<file path="src/rtl/riscv_pkg.sv">
// Shared pipeline types for the memory stage: LSU states, funct3 access codes,
// fault causes and the captured bus-request payload.
package riscv_pkg;

  localparam int unsigned XLEN  = 32;
  localparam int unsigned BE_W  = XLEN / 8;
  localparam int unsigned CNT_W = 8;

  typedef enum logic [1:0] {
    IDLE  = 2'b00,
    REQ   = 2'b01,
    DONE  = 2'b10,
    FAULT = 2'b11
  } lsu_state_t;

  typedef enum logic {
    CAUSE_MISALIGN = 1'b0,
    CAUSE_ACCESS   = 1'b1
  } fault_cause_t;

  localparam logic [2:0] F3_B  = 3'b000;
  localparam logic [2:0] F3_H  = 3'b001;
  localparam logic [2:0] F3_W  = 3'b010;
  localparam logic [2:0] F3_BU = 3'b100;
  localparam logic [2:0] F3_HU = 3'b101;

  // Bus request captured in IDLE and replayed unchanged for the whole REQ phase
  typedef struct packed {
    logic            we;
    logic [XLEN-1:0] addr;
    logic [BE_W-1:0] be;
    logic [XLEN-1:0] wdata;
  } lsu_bus_req_t;

endpackage

</file>
<file path="src/rtl/load_store_unit_if.sv">
// Data-memory req/ack bus between the load/store unit (master) and memory (slave).
interface load_store_unit_if;
  logic        bus_req_o;
  logic        bus_we_o;
  logic [31:0] bus_addr_o;
  logic [3:0]  bus_be_o;
  logic [31:0] bus_wdata_o;
  logic [31:0] bus_rdata_i;
  logic        bus_ack_i;

  modport master (
    output bus_req_o, bus_we_o, bus_addr_o, bus_be_o, bus_wdata_o,
    input  bus_rdata_i, bus_ack_i
  );

  modport slave (
    input  bus_req_o, bus_we_o, bus_addr_o, bus_be_o, bus_wdata_o,
    output bus_rdata_i, bus_ack_i
  );
endinterface

</file>
<file path="src/rtl/load_store_unit_load_extend.sv">
// Load data extraction: lane select by byte offset, then sign/zero extension by funct3.
module load_extend
  import riscv_pkg::*;
(
  input  logic [XLEN-1:0] rdata,
  input  logic [1:0]      addr_lo,
  input  logic [2:0]      funct3,
  output logic [XLEN-1:0] ext_data_c
);

  logic [XLEN-1:0] byte_sh;
  logic [XLEN-1:0] half_sh;

  always_comb begin
    byte_sh    = rdata >> {addr_lo, 3'b000};
    half_sh    = rdata >> {addr_lo[1], 4'b0000};
    ext_data_c = rdata;
    case (funct3)
      F3_B:    ext_data_c = {{24{byte_sh[7]}}, byte_sh[7:0]};
      F3_BU:   ext_data_c = {24'd0, byte_sh[7:0]};
      F3_H:    ext_data_c = {{16{half_sh[15]}}, half_sh[15:0]};
      F3_HU:   ext_data_c = {16'd0, half_sh[15:0]};
      default: ext_data_c = rdata;
    endcase
  end

endmodule

</file>
<file path="src/rtl/load_store_unit.sv">
// M-stage load/store unit: stalls the pipeline across a req/ack bus access and
// reports misaligned/timeout faults. LSU_MISALIGN_TRAP_EN traps misaligned H/W.
module load_store_unit
  import riscv_pkg::*;
#(
  parameter int unsigned TIMEOUT_CYCLES = 64
) (
  input  logic              clk_i,
  input  logic              rst_n_i,
  input  logic              mem_read_m_i,
  input  logic              mem_write_m_i,
  input  logic [2:0]        funct3_m_i,
  input  logic [XLEN-1:0]   addr_m_i,
  input  logic [XLEN-1:0]   write_data_m_i,
  output logic              stall_m_o,
  output logic [XLEN-1:0]   load_data_o,
  output logic              misaligned_o,
  output logic              access_fault_o,
  output logic [XLEN-1:0]   fault_addr_o,
  load_store_unit_if.master bus
);

  lsu_state_t      state_q, state_d;
  fault_cause_t    cause_q, cause_d;
  logic [CNT_W-1:0] cnt_q, cnt_d;
  lsu_bus_req_t    cap_q;
  logic [2:0]      f3_q;
  logic [XLEN-1:0] rdata_q;
  logic [XLEN-1:0] fault_addr_d;
  logic            capture_en, rdata_en, fault_en;

  logic            mem_op, is_byte, is_half, trap_c;
  logic [XLEN-1:0] acc_addr;
  logic [BE_W-1:0] be_c;
  logic [XLEN-1:0] wdata_c;
  logic [XLEN-1:0] ext_c;

  assign mem_op = mem_read_m_i | mem_write_m_i;

  // Access decode: natural alignment (when not trapping) and store lane placement
  always_comb begin
    is_byte  = (funct3_m_i == F3_B) || (funct3_m_i == F3_BU);
    is_half  = (funct3_m_i == F3_H) || (funct3_m_i == F3_HU);
    acc_addr = addr_m_i;
    be_c     = 4'b1111;
    wdata_c  = '0;
`ifndef LSU_MISALIGN_TRAP_EN
    if (is_half)       acc_addr[0]   = 1'b0;
    else if (!is_byte) acc_addr[1:0] = 2'b00;
`endif
    if (mem_write_m_i) begin
      if (is_byte) begin
        be_c    = 4'b0001 << acc_addr[1:0];
        wdata_c = {4{write_data_m_i[7:0]}};
      end else if (is_half) begin
        be_c    = 4'b0011 << {acc_addr[1], 1'b0};
        wdata_c = {2{write_data_m_i[15:0]}};
      end else begin
        wdata_c = write_data_m_i;
      end
    end
  end

`ifdef LSU_MISALIGN_TRAP_EN
  assign trap_c = (is_half && addr_m_i[0]) || (!is_half && !is_byte && (addr_m_i[1:0] != 2'b00));
`else
  assign trap_c = 1'b0;
`endif

  // Next-state and register-enable logic
  always_comb begin
    state_d      = state_q;
    cause_d      = cause_q;
    cnt_d        = cnt_q;
    capture_en   = 1'b0;
    rdata_en     = 1'b0;
    fault_en     = 1'b0;
    fault_addr_d = cap_q.addr;
    case (state_q)
      IDLE: begin
        if (mem_op) begin
          capture_en = 1'b1;
          if (trap_c) begin
            state_d      = FAULT;
            cause_d      = CAUSE_MISALIGN;
            fault_en     = 1'b1;
            fault_addr_d = acc_addr;
          end else begin
            state_d = REQ;
          end
        end
      end
      REQ: begin
        cnt_d = cnt_q + CNT_W'(1);
        if (bus.bus_ack_i) begin
          rdata_en = 1'b1;
          state_d  = DONE;
          cnt_d    = '0;
        end else if (cnt_q == CNT_W'(TIMEOUT_CYCLES - 1)) begin
          state_d  = FAULT;
          cause_d  = CAUSE_ACCESS;
          fault_en = 1'b1;
          cnt_d    = '0;
        end
      end
      DONE:    state_d = IDLE;
      FAULT:   state_d = IDLE;
      default: state_d = IDLE;
    endcase
  end

  always_ff @(posedge clk_i or negedge rst_n_i) begin
    if (!rst_n_i) begin
      state_q <= IDLE;
      cause_q <= CAUSE_MISALIGN;
      cnt_q   <= '0;
    end else begin
      state_q <= state_d;
      cause_q <= cause_d;
      cnt_q   <= cnt_d;
    end
  end

  always_ff @(posedge clk_i or negedge rst_n_i) begin
    if (!rst_n_i) begin
      cap_q        <= '0;
      f3_q         <= '0;
      rdata_q      <= '0;
      fault_addr_o <= '0;
    end else begin
      if (capture_en) begin
        cap_q.we    <= mem_write_m_i;
        cap_q.addr  <= acc_addr;
        cap_q.be    <= be_c;
        cap_q.wdata <= wdata_c;
        f3_q        <= funct3_m_i;
      end
      if (rdata_en) rdata_q      <= bus.bus_rdata_i;
      if (fault_en) fault_addr_o <= fault_addr_d;
    end
  end

  load_extend u_load_extend (
    .rdata      (rdata_q),
    .addr_lo    (cap_q.addr[1:0]),
    .funct3     (f3_q),
    .ext_data_c (ext_c)
  );

  // State-decoded outputs; the bus replays the captured request only while in REQ
  assign stall_m_o        = (state_q == REQ) || ((state_q == IDLE) && mem_op);
  assign load_data_o      = ((state_q == DONE) && !cap_q.we) ? ext_c : '0;
  assign access_fault_o   = (state_q == FAULT) && (cause_q == CAUSE_ACCESS);
`ifdef LSU_MISALIGN_TRAP_EN
  assign misaligned_o     = (state_q == FAULT) && (cause_q == CAUSE_MISALIGN);
`else
  assign misaligned_o     = 1'b0;
`endif
  assign bus.bus_req_o    = (state_q == REQ);
  assign bus.bus_we_o     = (state_q == REQ) && cap_q.we;
  assign bus.bus_addr_o   = (state_q == REQ) ? {cap_q.addr[XLEN-1:2], 2'b00} : '0;
  assign bus.bus_be_o     = (state_q == REQ) ? cap_q.be : '0;
  assign bus.bus_wdata_o  = (state_q == REQ) ? cap_q.wdata : '0;

endmodule
</file>
<file path="src/flat_wrapper.sv">
// flat-port wrapper written by rule: the top's interface ports become plain ports
module load_store_unit_flat import riscv_pkg::*;
#(
  parameter int unsigned TIMEOUT_CYCLES = 64
)
  (clk_i, rst_n_i, mem_read_m_i, mem_write_m_i, funct3_m_i, addr_m_i, write_data_m_i, stall_m_o, load_data_o, misaligned_o, access_fault_o, fault_addr_o, bus_bus_req_o, bus_bus_we_o, bus_bus_addr_o, bus_bus_be_o, bus_bus_wdata_o, bus_bus_rdata_i, bus_bus_ack_i);
  load_store_unit_if bus_i ();
  input  logic clk_i;
  input  logic rst_n_i;
  input  logic mem_read_m_i;
  input  logic mem_write_m_i;
  input  logic [2:0] funct3_m_i;
  input  logic [XLEN-1:0] addr_m_i;
  input  logic [XLEN-1:0] write_data_m_i;
  output logic stall_m_o;
  output logic [XLEN-1:0] load_data_o;
  output logic misaligned_o;
  output logic access_fault_o;
  output logic [XLEN-1:0] fault_addr_o;
  output wire logic [$bits(bus_i.bus_req_o)-1:0] bus_bus_req_o;
  output wire logic [$bits(bus_i.bus_we_o)-1:0] bus_bus_we_o;
  output wire logic [$bits(bus_i.bus_addr_o)-1:0] bus_bus_addr_o;
  output wire logic [$bits(bus_i.bus_be_o)-1:0] bus_bus_be_o;
  output wire logic [$bits(bus_i.bus_wdata_o)-1:0] bus_bus_wdata_o;
  input wire logic [$bits(bus_i.bus_rdata_i)-1:0] bus_bus_rdata_i;
  input wire logic [$bits(bus_i.bus_ack_i)-1:0] bus_bus_ack_i;
  assign bus_bus_req_o = bus_i.bus_req_o;
  assign bus_bus_we_o = bus_i.bus_we_o;
  assign bus_bus_addr_o = bus_i.bus_addr_o;
  assign bus_bus_be_o = bus_i.bus_be_o;
  assign bus_bus_wdata_o = bus_i.bus_wdata_o;
  assign bus_i.bus_rdata_i = bus_bus_rdata_i;
  assign bus_i.bus_ack_i = bus_bus_ack_i;
  load_store_unit #(.TIMEOUT_CYCLES(TIMEOUT_CYCLES)) u_core (.clk_i(clk_i), .rst_n_i(rst_n_i), .mem_read_m_i(mem_read_m_i), .mem_write_m_i(mem_write_m_i), .funct3_m_i(funct3_m_i), .addr_m_i(addr_m_i), .write_data_m_i(write_data_m_i), .stall_m_o(stall_m_o), .load_data_o(load_data_o), .misaligned_o(misaligned_o), .access_fault_o(access_fault_o), .fault_addr_o(fault_addr_o), .bus(bus_i));
endmodule
</file>
<file path="config.mk">
export PLATFORM = sky130hd
export DESIGN_NAME = load_store_unit_flat
export DESIGN_NICKNAME = d
export VERILOG_FILES = /design/src/rtl/riscv_pkg.sv /design/src/rtl/load_store_unit_if.sv /design/src/rtl/load_store_unit_load_extend.sv /design/src/rtl/load_store_unit.sv /design/src/flat_wrapper.sv
export SDC_FILE = /design/constraint.sdc
export NUM_CORES = 1
export LEC_CHECK = 0
export BUFFER_PORTS_ARGS = -buffer_cell sky130_fd_sc_hd__buf_2
export CORE_MARGIN = 8
export CORE_UTILIZATION = 40
export CTS_CLUSTER_SIZE = 20
export DETAILED_ROUTE_END_ITERATION = 8
export PLACE_DENSITY = 0.66
export SYNTH_ARGS = -nofsm -noshare
export SYNTH_HDL_FRONTEND = slang
export SYNTH_SLANG_ARGS = --single-unit
</file>
<file path="constraint.sdc">
create_clock -name clk_i -period 2.1 [get_ports clk_i]
set_input_delay 0.105 -clock clk_i [delete_from_list [all_inputs] [get_ports clk_i]]
set_output_delay 0.105 -clock clk_i [all_outputs]
set_load 0.01 [all_outputs]
</file>
==> flow_results.xml, run 1 <==
<?xml version="1.0" encoding="UTF-8"?>
<metrics>
  <group name="yosys">
    <metric name="synth-warning-count" unit="">0</metric>
    <metric name="synthCells" unit="">702</metric>
    <metric name="synth_enable_flop_cells" unit="">0</metric>
    <metric name="number_of_storage_elements_in_the_synthesis_netlist" unit="">147</metric>
    <metric name="mappedNetlistArea" unit="mm2">0.00721</metric>
    <metric name="avgSynthCellArea" unit="um2">10.3</metric>
    <metric name="yosys-mux-area-fraction" unit="%">15.7</metric>
    <metric name="synth_xor_xnor_area_share" unit="%">0</metric>
    <metric name="synth_compound_area_share" unit="%">10.3</metric>
    <metric name="netlist.area_leader.share" unit="%">51.0</metric>
    <metric name="largest_cells_by_area_after_synthesis" unit="">dfrtp_1 51%, mux2_2 10%, nand2_1 7.6%</metric>
    <metric name="synth-simple-area-share" unit="%">18.8</metric>
    <metric name="postSynth.asyncResetShare" unit="%">100</metric>
    <metric name="synth_largest_area_cell" unit="">dfrtp_1</metric>
    <metric name="synth_fa_ha_area_share" unit="%">0.174</metric>
    <metric name="synth.distinct_cells" unit="">46</metric>
    <metric name="dominant_combinational_cell_family_by_area_after_synthesis" unit="">simple AND/OR/NAND/NOR gates</metric>
    <metric name="synth_top_flop_cell" unit="">dfrtp_1</metric>
    <metric name="synth.yosys.seq_area_share" unit="%">51.0</metric>
  </group>
  <group name="min_path">
    <metric name="min-delay-path-class" unit="">in -&gt; reg</metric>
    <metric name="worst_hold_path.num_cells" unit="">3</metric>
    <metric name="hold_start" unit="">write_data_m_i[19]</metric>
    <metric name="whs_endpoint" unit="">u_core.cap_q[19]</metric>
  </group>
  <group name="route">
    <metric name="wl_per_cell" unit="um">17.9</metric>
    <metric name="finalWirelength" unit="mm">22.9</metric>
    <metric name="drt_pre_antenna_iters" unit="">5</metric>
    <metric name="via_count" unit="">6393</metric>
    <metric name="antenna_nets_post_route" unit="">0</metric>
    <metric name="drt_drc_violations_left" unit="">0</metric>
    <metric name="post_detailed_route_via_to_cell_ratio" unit="">5.01</metric>
    <metric name="detailedRoute.firstIterationViolations" unit="">313</metric>
  </group>
  <group name="cells_and_area">
    <metric name="antennaDiodeCount" unit="">0</metric>
    <metric name="fin_area" unit="mm2">0.0104</metric>
    <metric name="seq_area" unit="mm2">0.00368</metric>
    <metric name="area_growth" unit="%">44.8</metric>
    <metric name="fin_nets" unit="">1138</metric>
    <metric name="post_route_cells_drive_above_1_share" unit="%">38.0</metric>
    <metric name="multi_input_area" unit="mm2">0.00333</metric>
    <metric name="final.fill_count" unit="">1506</metric>
  </group>
  <group name="timing">
    <metric name="timing_max_transition_violations_final" unit="">0</metric>
    <metric name="fin_skew" unit="ns">0.00733</metric>
    <metric name="hold_viol_final" unit="">0</metric>
    <metric name="final_min_period_over_clock_period" unit="%">106</metric>
    <metric name="layout_min_cycle_time" unit="ns">2.23</metric>
    <metric name="max_clock_freq" unit="GHz">0.449</metric>
    <metric name="worst_slew_margin_rel" unit="%">65.8</metric>
    <metric name="final_setup_violating_endpoints" unit="">24</metric>
    <metric name="post-route-worst-setup-slack" unit="ns">-0.128</metric>
    <metric name="hold-worst-slack" unit="ns">0.0122</metric>
    <metric name="grt_setup_unrepaired" unit="">true</metric>
    <metric name="timing_worst_slew_pin_value" unit="ns">0.513</metric>
  </group>
  <group name="global_routing">
    <metric name="grt_first_pass_wirelength" unit="mm">35.4</metric>
    <metric name="grt_pass1_vias" unit="">6790</metric>
    <metric name="grt_use_total" unit="%">20.0</metric>
    <metric name="grt_remaining_overflow" unit="">0</metric>
    <metric name="largest_net_degree_at_the_start_of_global_routing" unit="">73</metric>
    <metric name="antenna_found_initial" unit="">1</metric>
  </group>
  <group name="power_and_ir_drop">
    <metric name="clock_power_share" unit="%">25.4</metric>
    <metric name="peakVddDrop" unit="mV">0.689</metric>
    <metric name="powerDensity" unit="mW/mm2">1280</metric>
    <metric name="switch_share" unit="%">36.9</metric>
    <metric name="p_leak" unit="nW">5.50</metric>
    <metric name="flop_pwr_share" unit="%">35.3</metric>
    <metric name="p_comb_share" unit="%">39.4</metric>
    <metric name="cell_internal_pwr" unit="mW">8.42</metric>
    <metric name="power.switching" unit="mW">4.93</metric>
  </group>
  <group name="die">
    <metric name="dieArea" unit="mm2">0.0226</metric>
    <metric name="io-pin-count" unit="">241</metric>
    <metric name="die_h" unit="um">150</metric>
    <metric name="std_cell_rows" unit="">49</metric>
    <metric name="dieWidth" unit="um">150</metric>
    <metric name="effective_utilization_at_floorplan" unit="%">40.4</metric>
    <metric name="placeable_core_region" unit="mm2">0.0178</metric>
  </group>
  <group name="clock_network">
    <metric name="cts_root_buffer" unit="">clkbuf_16</metric>
    <metric name="path_clk_slew" unit="ns">0.06</metric>
    <metric name="cts_buffer_depth" unit="">2</metric>
    <metric name="cts-htree-levels" unit="">4</metric>
    <metric name="tritoncts" unit="">done</metric>
    <metric name="clock-sinks" unit="">147</metric>
    <metric name="cts_made_buffers" unit="">17</metric>
    <metric name="clk_latency_worst_skew_pair" unit="ns">0.42</metric>
  </group>
  <group name="setup_path">
    <metric name="worstReg2RegEnd" unit="">u_core.fault_addr_o[3]</metric>
    <metric name="worstPathArrival" unit="ns">2.12</metric>
    <metric name="timing.setup.critical_path_class" unit="">reg -&gt; out</metric>
    <metric name="rr_startpoint" unit="">u_core.cnt_q[0]</metric>
    <metric name="r2r.worst_path.cells" unit="">6</metric>
    <metric name="regToRegSetupSlack" unit="ns">0.29</metric>
    <metric name="worstPathRequired" unit="ns">2.00</metric>
    <metric name="worstSetupEndpointType" unit="">output port</metric>
    <metric name="crit_path_start_kind" unit="">flop</metric>
    <metric name="critical_path.max_fanout" unit="">4</metric>
  </group>
  <group name="placed_design">
    <metric name="detailedPlacementHpwl" unit="mm">15.4</metric>
    <metric name="pre_cts_ws" unit="ns">0.118</metric>
    <metric name="detailed_place.area" unit="mm2">0.00867</metric>
    <metric name="port_buffers" unit="">237</metric>
    <metric name="gp_congestion" unit="">0.817</metric>
  </group>
  <group name="status">
    <metric name="failed_checks" unit="">negative setup slack</metric>
    <metric name="run_status" unit="">finished, violations left</metric>
  </group>
  <group name="job">
    <metric name="cap_viol_max_count" unit="">0</metric>
  </group>
</metrics>
## per-layer routing
layer	up-vias	part of all wire [%]	track usage [%]
li1	3043	-	-
met5	-	0.035	0
met4	2	2.5	7.70
met1	3106	40	23.0
met2	200	50	34.1
met3	42	7.0	6.22
## power by group through the flow
stage	clock network (mW)	registers (mW)	logic, mW
after floorplan	0	4.43	3.23
after detailed placement	0	4.73	4.76
after global routing	3.58	4.84	5.79
final	3.39	4.71	5.26
after CTS	3.46	4.68	5.09
after global placement	0	4.69	4.70
## cell families after synthesis
family          Yosys count
simple gates            281
flops                   147
compound gates          111
mux                     102
buf+inv                  59
fa+ha+maj                 1
other cells               1
## synthesized netlist by cell type (all sizes together), types with 7 or more instances
cell type / n
mux2: 66
and2: 70
a21o: 16
mux2i: 34
a21oi: 19
clkbuf: 24
nor2: 24
o22ai: 7
nor2b: 9
nand2: 146
nor3: 8
a22o: 8
o21ai: 37
dfrtp: 147
buf: 29
## what timing repair did
item	CTS	global route
pin swaps	3	3
hold buffers	89	0
setup buffers	9	4
setup endpoints to repair	30	31
hold endpoints to repair	136	0
gates cloned	0	1
resized for setup	8	19
## sequential cells by signal (all words and copies together) (netlist names)
signal / cells
u_core.cap_q: 69
u_core.cause_q: 1
u_core.cnt_q: 8
u_core.f3_q: 3
u_core.fault_addr_o: 32
u_core.rdata_q: 32
u_core.state_q: 2
## cell usage in the layout (no fill, tap or decap), drive strengths merged, types with 7 or more instances in the layout
master / instances
a22o: 8
o22ai: 7
dlygate4sd3: 89
nand2: 146
clkbuf: 18
nor3: 8
mux2i: 34
a21oi: 19
mux2: 66
a21o: 16
nor2b: 9
dfrtp: 147
and2: 70
inv: 9
o21ai: 37
buf: 274
nor2: 24
## worst max-delay path by stage
stage                          start               to  slack, ns  cells past startpoint
CTS                 u_core.cap_q[37]  load_data_o[10]      -0.13                      6
global placement    u_core.cap_q[37]  load_data_o[18]       0.16                      5
floorplan           u_core.cap_q[37]  load_data_o[14]       0.52                      5
detailed placement  u_core.cap_q[37]  load_data_o[18]       0.12                      5
finish              u_core.cap_q[37]   load_data_o[8]      -0.13                      6
global route        u_core.cap_q[37]   load_data_o[8]      -0.21                      6
## through the flow
step | utilization, % | total power, mW | instances | TNS [ns]
after global routing | 58.5 | 14.2 | 1275 | -3.35
after CTS | 57.8 | 13.2 | 1270 | -1.35
after global placement | 48.6 | 9.39 | 1140 | 0
final | 58.5 | 13.4 | 1275 | -1.12
after detailed placement | 48.6 | 9.49 | 1140 | 0
after floorplan | - | 7.65 | 704 | 0
## critical path, stage by stage (launching register included)
cell      delay [ns]
dfrtp_1         0.41
mux4_2          0.56
nor2b_4         0.16
o31ai_4         0.23
buf_6           0.16
a211oi_1        0.05
buf_2           0.15
## cell type report
cell class / instances / share of cell area, %
sequential: 147 / 35.2
multi-input combinational: 498 / 31.9
timing repair buffer: 363 / 23.6
clock buffer: 18 / 4.11
tap: 229 / 2.75
clock inverter: 14 / 2.17
inverter: 6 / 0.216
No activity file was read; power rests on OpenSTA's default activity.
==> run 2, diff against run 1 <==
--- a/config.mk
+++ b/config.mk
@@ -10,7 +10,8 @@
 export CORE_UTILIZATION = 40
 export CTS_CLUSTER_SIZE = 20
 export DETAILED_ROUTE_END_ITERATION = 8
-export PLACE_DENSITY = 0.66
+export GPL_TIMING_DRIVEN = 0
+export PLACE_DENSITY = 0.78
 export SYNTH_ARGS = -nofsm -noshare
 export SYNTH_HDL_FRONTEND = slang
 export SYNTH_SLANG_ARGS = --single-unit
==> run 2 against run 1 <==
The flow still finishes with violations (negative setup slack). Fmax down 1.9%. Global-route usage grew 1.6 points. Sequential share of layout area down 0.81 points. First-iteration DRC count up 16%. Largest power group unchanged. Setup slack worse by 0.043 ns.
==> flow_results.xml, run 2 (same netlist as run 1, synthesis figures left out) <==
<?xml version="1.0" encoding="UTF-8"?>
<metrics>
  <group name="timing">
    <metric name="final_setup_violating_endpoints" unit="">30</metric>
    <metric name="max_clock_freq" unit="GHz">0.440</metric>
    <metric name="worst_slew_margin_rel" unit="%">42.1</metric>
    <metric name="timing_worst_slew_pin_value" unit="ns">0.869</metric>
    <metric name="grt_setup_unrepaired" unit="">true</metric>
    <metric name="post-route-worst-setup-slack" unit="ns">-0.171</metric>
    <metric name="timing.setup.tns" unit="ns">-3.20</metric>
    <metric name="hold-worst-slack" unit="ns">0.0207</metric>
    <metric name="hold_viol_final" unit="">0</metric>
    <metric name="final_min_period_over_clock_period" unit="%">108</metric>
    <metric name="fin_skew" unit="ns">0.00762</metric>
    <metric name="timing_max_transition_violations_final" unit="">0</metric>
    <metric name="layout_min_cycle_time" unit="ns">2.27</metric>
  </group>
  <group name="setup_path">
    <metric name="worstPathArrival" unit="ns">2.17</metric>
    <metric name="worstSetupEndpointType" unit="">output port</metric>
    <metric name="timing.setup.critical_path_class" unit="">reg -&gt; out</metric>
    <metric name="critical_path.max_fanout" unit="">5</metric>
    <metric name="worstPathRequired" unit="ns">2.00</metric>
    <metric name="crit_path_start_kind" unit="">flop</metric>
  </group>
  <group name="die">
    <metric name="placeable_core_region" unit="mm2">0.0178</metric>
    <metric name="dieWidth" unit="um">150</metric>
    <metric name="die_h" unit="um">150</metric>
    <metric name="std_cell_rows" unit="">49</metric>
    <metric name="effective_utilization_at_floorplan" unit="%">40.4</metric>
    <metric name="io-pin-count" unit="">241</metric>
    <metric name="dieArea" unit="mm2">0.0226</metric>
  </group>
  <group name="cells_and_area">
    <metric name="regMostFlops" unit="">u_core.cap_q</metric>
    <metric name="fin_nets" unit="">1170</metric>
    <metric name="largestRegisters" unit="">u_core.cap_q x69, u_core.fault_addr_o x32, u_core.rdata_q x32</metric>
    <metric name="largest_reg_flops" unit="">69</metric>
    <metric name="fin_area" unit="mm2">0.0107</metric>
    <metric name="most_common_cell_after_layout_fill_and_taps_aside" unit="">buf_2</metric>
    <metric name="final_cell_count_no_fill" unit="">1307</metric>
    <metric name="post_route_cells_drive_above_1_share" unit="%">38.8</metric>
    <metric name="area_growth" unit="%">48.2</metric>
    <metric name="layout.cells.most_common_list" unit="">236 x buf_2, 146 x dfrtp_1, 144 x nand2_1, 92 x dlygate4sd3_1, 70 x and2_1</metric>
  </group>
  <group name="placed_design">
    <metric name="detailed_place.area" unit="mm2">0.00871</metric>
    <metric name="detailedPlacementHpwl" unit="mm">16.9</metric>
    <metric name="placed_cells" unit="">1169</metric>
    <metric name="port_buffers" unit="">235</metric>
    <metric name="gp_congestion" unit="">0.847</metric>
  </group>
  <group name="power_and_ir_drop">
    <metric name="flop_pwr_share" unit="%">34.7</metric>
    <metric name="powerDensity" unit="mW/mm2">1280</metric>
    <metric name="power.switching" unit="mW">5.15</metric>
    <metric name="switch_share" unit="%">37.6</metric>
    <metric name="peakVddDrop" unit="mV">0.736</metric>
    <metric name="overall_power_consumption" unit="mW">13.7</metric>
    <metric name="clock_power_share" unit="%">23.6</metric>
    <metric name="cell_internal_pwr" unit="mW">8.55</metric>
    <metric name="p_leak" unit="nW">5.58</metric>
    <metric name="p_comb_share" unit="%">41.7</metric>
  </group>
  <group name="status">
    <metric name="run_status" unit="">finished, violations left</metric>
    <metric name="failed_checks" unit="">negative setup slack</metric>
  </group>
  <group name="clock_network">
    <metric name="clock-sinks" unit="">147</metric>
    <metric name="tritoncts" unit="">done</metric>
    <metric name="cts_made_buffers" unit="">17</metric>
    <metric name="clk_latency_worst_skew_pair" unit="ns">0.42</metric>
    <metric name="cts_root_buffer" unit="">clkbuf_16</metric>
    <metric name="cts-htree-levels" unit="">4</metric>
    <metric name="cts_buffer_depth" unit="">2</metric>
    <metric name="path_clk_slew" unit="ns">0.06</metric>
  </group>
  <group name="job">
    <metric name="cap_viol_max_count" unit="">0</metric>
  </group>
  <group name="route">
    <metric name="drt_pre_antenna_iters" unit="">4</metric>
    <metric name="finalWirelength" unit="mm">24.9</metric>
    <metric name="wl_per_cell" unit="um">19.0</metric>
    <metric name="drt_drc_violations_left" unit="">0</metric>
    <metric name="detailedRoute.firstIterationViolations" unit="">364</metric>
    <metric name="top_signal_layer_used" unit="">met4</metric>
    <metric name="met1Wirelength" unit="mm">9.71</metric>
    <metric name="post_detailed_route_via_to_cell_ratio" unit="">5.17</metric>
    <metric name="dr_wl_met3" unit="mm">1.71</metric>
    <metric name="via_count" unit="">6754</metric>
    <metric name="antenna_nets_post_route" unit="">0</metric>
    <metric name="dr_wl_met2" unit="mm">12.5</metric>
  </group>
  <group name="global_routing">
    <metric name="grt_first_pass_wirelength" unit="mm">37.7</metric>
    <metric name="grt_pass1_vias" unit="">7098</metric>
    <metric name="grt_use_total" unit="%">21.5</metric>
    <metric name="grt_remaining_overflow" unit="">0</metric>
    <metric name="largest_net_degree_at_the_start_of_global_routing" unit="">88</metric>
    <metric name="antenna_found_initial" unit="">1</metric>
  </group>
  <group name="min_path">
    <metric name="min-delay-path-class" unit="">in -&gt; reg</metric>
  </group>
</metrics>
==> run 2: through the flow <==
step	util (%)	setup slack, ns
global placement	48.6	-1.29
floorplan	-	0.515
CTS	58.2	-0.211
finish	59.9	-0.171
global route	59.9	-0.256
detailed placement	48.8	0.0228
==> run 2: cell type report <==
cell class	instances	area [um2]
clock buffers	21	470
multi-input cells	498	3400
plain buffers	52	313
diodes	2	5.00
inverters	6	25.0
repair buffers	343	2350
well taps	229	287
clock inverters	9	154
fillers	1404	7160
flip-flops and latches	147	3680
==> run 2: final timing paths <==
kind                                    start                       to  slack (ns)  depth (start not counted)
max reg2reg                 u_core.state_q[1]        u_core.rdata_q[9]        0.18                          6
min reg2reg                  u_core.cap_q[29]         u_core.cap_q[29]        0.47                          2
max in group asynchronous             rst_n_i         u_core.cap_q[34]        0.99                          3
min in group asynchronous             rst_n_i  u_core.fault_addr_o[27]        0.29                          2
max                          u_core.cap_q[37]          load_data_o[13]       -0.17                          7
min                        write_data_m_i[23]         u_core.cap_q[23]        0.02                          3
==> run 2: routing by layer <==
metal	global-route usage (%)	vias up
li1	-	3108
met1	24.8	3280
met2	36.3	297
met3	5.98	69
met4	10.6	0
met5	0	-
==> run 2: power groups by stage <==
stage | registers, mW | clock network, mW | logic, mW
2_1_floorplan | 4.43 | 0 | 3.23
3_3_place_gp | 4.65 | 0 | 4.72
3_5_place_dp | 4.72 | 0 | 4.83
4_1_cts | 4.68 | 3.29 | 5.21
5_1_grt | 4.86 | 3.40 | 6.25
6_report | 4.75 | 3.23 | 5.72
==> run 2: worst max-delay path, stage by stage, from the launching register on <==
cell and delay, ns:
dfrtp_1 0.37, buf_6 0.13, mux4_2 0.51, nor2b_4 0.15, o31ai_4 0.22, buf_6 0.17
a211oi_2 0.04, buf_2 0.16
==> run 2: what timing repair did <==
action,CTS,global route
pin swaps,2,12
resized for setup,25,59
hold buffers,92,0
hold endpoints to repair,180,0
buffers inserted,7,6
endpoints found under the setup margin,99,106
cloned,1,1
==> run 3, diff against run 2 <==
--- a/config.mk
+++ b/config.mk
@@ -8,9 +8,10 @@
 export BUFFER_PORTS_ARGS = -buffer_cell sky130_fd_sc_hd__buf_2
 export CORE_MARGIN = 8
 export CORE_UTILIZATION = 40
-export CTS_CLUSTER_SIZE = 20
+export CTS_CLUSTER_SIZE = 30
 export DETAILED_ROUTE_END_ITERATION = 8
 export GPL_TIMING_DRIVEN = 0
+export HOLD_SLACK_MARGIN = 0.1
 export PLACE_DENSITY = 0.78
 export SYNTH_ARGS = -nofsm -noshare
 export SYNTH_HDL_FRONTEND = slang
==> run 3 against run 2 <==
The run still ends with negative setup slack left. Sequential share of layout area down 0.39 points. Final cell count up 0.92%. Register-to-register slack about the same. Via count up 1.4%. Flip-flop and latch count unchanged. Clock skew up 0.0021 ns. Critical path type unchanged. Non-clock buffer count up 12. Routed wire length up 2.1%.
==> flow_results.xml, run 3 (same netlist as run 1, synthesis figures left out) <==
<?xml version="1.0" encoding="UTF-8"?>
<metrics>
  <group name="status">
    <metric name="run_status" unit="">finished, violations left</metric>
    <metric name="failed_checks" unit="">negative setup slack</metric>
  </group>
  <group name="timing">
    <metric name="worst_slew_margin_rel" unit="%">42.2</metric>
    <metric name="hold_viol_final" unit="">0</metric>
    <metric name="layout_min_cycle_time" unit="ns">2.28</metric>
    <metric name="timing.setup.tns" unit="ns">-3.34</metric>
    <metric name="post-route-worst-setup-slack" unit="ns">-0.178</metric>
    <metric name="grt_setup_unrepaired" unit="">true</metric>
    <metric name="final_setup_violating_endpoints" unit="">30</metric>
    <metric name="max_clock_freq" unit="GHz">0.439</metric>
    <metric name="final_min_period_over_clock_period" unit="%">108</metric>
    <metric name="timing_max_transition_violations_final" unit="">0</metric>
    <metric name="timing_worst_slew_pin_value" unit="ns">0.867</metric>
    <metric name="fin_skew" unit="ns">0.00975</metric>
    <metric name="hold-worst-slack" unit="ns">0.156</metric>
  </group>
  <group name="power_and_ir_drop">
    <metric name="clock_power_share" unit="%">23.5</metric>
    <metric name="p_leak" unit="nW">5.63</metric>
    <metric name="power.switching" unit="mW">5.19</metric>
    <metric name="flop_pwr_share" unit="%">34.6</metric>
    <metric name="p_comb_share" unit="%">41.9</metric>
    <metric name="switch_share" unit="%">37.7</metric>
    <metric name="peakVddDrop" unit="mV">0.737</metric>
    <metric name="cell_internal_pwr" unit="mW">8.57</metric>
    <metric name="powerDensity" unit="mW/mm2">1270</metric>
  </group>
  <group name="clock_network">
    <metric name="clock-sinks" unit="">147</metric>
    <metric name="cts_buffer_depth" unit="">2</metric>
    <metric name="clk_latency_worst_skew_pair" unit="ns">0.42</metric>
    <metric name="path_clk_slew" unit="ns">0.06</metric>
    <metric name="tritoncts" unit="">done</metric>
    <metric name="cts_made_buffers" unit="">17</metric>
    <metric name="cts-htree-levels" unit="">4</metric>
    <metric name="cts_root_buffer" unit="">clkbuf_16</metric>
  </group>
  <group name="placed_design">
    <metric name="detailedPlacementHpwl" unit="mm">16.9</metric>
    <metric name="port_buffers" unit="">235</metric>
    <metric name="gp_congestion" unit="">0.847</metric>
    <metric name="pre_cts_ws" unit="ns">0.0228</metric>
  </group>
  <group name="setup_path">
    <metric name="critical_path.most_common_cell" unit="">buf_6</metric>
    <metric name="worstPathRequired" unit="ns">2.00</metric>
    <metric name="critical_path.max_fanout" unit="">6</metric>
    <metric name="critical_path.max_stage_delay" unit="ns">0.40</metric>
    <metric name="worstSetupEndpointType" unit="">output port</metric>
    <metric name="cpMaxStageDelayCell" unit="">dfrtp_1</metric>
    <metric name="timing.setup.critical_path_class" unit="">reg -&gt; out</metric>
    <metric name="worstPathArrival" unit="ns">2.17</metric>
    <metric name="worstPathBufferInverterCount" unit="">6</metric>
    <metric name="critical_path.cell_chain" unit="">buf_6 &gt; buf_4 &gt; buf_6 &gt; buf_8 &gt; nand2b_4 &gt; buf_6 &gt; o22ai_1 &gt; a221o_1 &gt; nor2_1 &gt; buf_2</metric>
    <metric name="critical_path.top_delay_family" unit="">buffers and inverters</metric>
    <metric name="crit_path_start_kind" unit="">flop</metric>
  </group>
  <group name="cells_and_area">
    <metric name="most_common_cell_after_layout_fill_and_taps_aside" unit="">buf_2</metric>
    <metric name="largestRegisters" unit="">u_core.cap_q x69, u_core.fault_addr_o x32, u_core.rdata_q x32</metric>
    <metric name="fin_nets" unit="">1182</metric>
    <metric name="final.fill_count" unit="">1388</metric>
    <metric name="post_route_cells_drive_above_1_share" unit="%">38.2</metric>
    <metric name="regMostFlops" unit="">u_core.cap_q</metric>
    <metric name="area_growth" unit="%">49.9</metric>
    <metric name="largest_reg_flops" unit="">69</metric>
    <metric name="layout.cells.most_common_list" unit="">235 x buf_2, 146 x dfrtp_1, 144 x nand2_1, 104 x dlygate4sd3_1, 70 x and2_1</metric>
  </group>
  <group name="die">
    <metric name="die_h" unit="um">150</metric>
    <metric name="dieArea" unit="mm2">0.0226</metric>
    <metric name="dieWidth" unit="um">150</metric>
    <metric name="effective_utilization_at_floorplan" unit="%">40.4</metric>
    <metric name="std_cell_rows" unit="">49</metric>
    <metric name="io-pin-count" unit="">241</metric>
    <metric name="placeable_core_region" unit="mm2">0.0178</metric>
  </group>
  <group name="global_routing">
    <metric name="grt_first_pass_wirelength" unit="mm">38.5</metric>
    <metric name="antenna_found_initial" unit="">1</metric>
    <metric name="grt_remaining_overflow" unit="">0</metric>
    <metric name="grt_use_total" unit="%">22.0</metric>
    <metric name="grt_pass1_vias" unit="">7247</metric>
    <metric name="largest_net_degree_at_the_start_of_global_routing" unit="">88</metric>
  </group>
  <group name="route">
    <metric name="drt_drc_violations_left" unit="">0</metric>
    <metric name="detailedRoute.firstIterationViolations" unit="">481</metric>
    <metric name="via_count" unit="">6846</metric>
    <metric name="post_detailed_route_via_to_cell_ratio" unit="">5.19</metric>
    <metric name="wl_per_cell" unit="um">19.2</metric>
    <metric name="antenna_nets_post_route" unit="">0</metric>
    <metric name="finalWirelength" unit="mm">25.4</metric>
    <metric name="drt_pre_antenna_iters" unit="">7</metric>
  </group>
  <group name="job">
    <metric name="cap_viol_max_count" unit="">0</metric>
  </group>
  <group name="min_path">
    <metric name="min-delay-path-class" unit="">in -&gt; reg</metric>
  </group>
</metrics>
[run 3: changes by cell type in the layout (fill, tap and decap cells not counted)]
cell / change
clkbuf_2: -1
buf_2: -1
dlygate4sd3_1: +12
buf_4: +1
buf_1: +1
[run 3: repair_timing]
item | 4_1_cts | 5_1_grt
gates cloned | 1 | 1
buffers inserted | 7 | 6
hold buffers | 104 | 0
endpoints found under the hold margin | 193 | 0
pin swaps | 2 | 12
setup endpoints to repair | 99 | 106
gates resized for setup | 25 | 60
[run 3: per-stage QoR]
stage | cell area, um2 | cells | util [%] | total power [mW]
finish | 10800 | 1319 | 60.6 | 13.8
global placement | 8680 | 1168 | 48.6 | 9.37
floorplan | 7220 | 704 | - | 7.65
global route | 10800 | 1318 | 60.6 | 14.5
detailed placement | 8710 | 1169 | 48.8 | 9.55
CTS | 10500 | 1310 | 58.9 | 13.2
[run 3: routing by layer]
| layer | wire length [um] | global-route usage, % | share of wire, % | up-vias |
|---|---|---|---|---|
| met4 | 961 | 11.2 | 3.8 | 0 |
| met1 | 9940 | 25.1 | 39 | 3312 |
| met3 | 1710 | 6.22 | 6.7 | 74 |
| met5 | 0 | 0 | 0 | - |
| met2 | 12800 | 37.2 | 50 | 330 |
| li1 | - | - | - | 3130 |
[run 3: path summary, 6_finish.rpt]
kind | from | end | slack, ns | cells past startpoint
max reg2reg | u_core.state_q[1] | u_core.rdata_q[9] | 0.17 | 6
min in group asynchronous | rst_n_i | u_core.fault_addr_o[27] | 0.30 | 2
min reg2reg | u_core.cap_q[29] | u_core.cap_q[29] | 0.47 | 2
max | u_core.cap_q[37] | load_data_o[3] | -0.18 | 10
max in group asynchronous | rst_n_i | u_core.cap_q[22] | 0.99 | 3
min | funct3_m_i[1] | u_core.cap_q[36] | 0.16 | 4
[run 3: area by class of cell]
| cell class | count | area [um2] | area share (%) |
|---|---|---|---|
| diodes | 2 | 5.00 | 0.0463 |
| clock inverters | 9 | 154 | 1.42 |
| plain buffers | 52 | 314 | 2.91 |
| multi-input cells | 498 | 3400 | 31.4 |
| well taps | 229 | 287 | 2.65 |
| repair buffers | 355 | 2470 | 22.9 |
| flip-flops and latches | 147 | 3680 | 34.1 |
| clock buffers | 21 | 470 | 4.35 |
| inverters | 6 | 25.0 | 0.232 |
[run 3: worst reg2reg max path, cell delays in order, from the launching register on]
cell and delay [ns]:
dfrtp_2 0.42, nand2b_1 0.11, buf_2 0.20, inv_4 0.11, nand2_1 0.24, buf_2 0.35, mux2_2 0.38
[run 3: power by group through the flow]
stage / clock (mW) / combinational (mW) / sequential, mW
floorplan: 0 / 3.23 / 4.43
global placement: 0 / 4.72 / 4.65
detailed placement: 0 / 4.83 / 4.72
CTS: 3.29 / 5.23 / 4.68
global route: 3.40 / 6.29 / 4.86
finish: 3.24 / 5.77 / 4.76
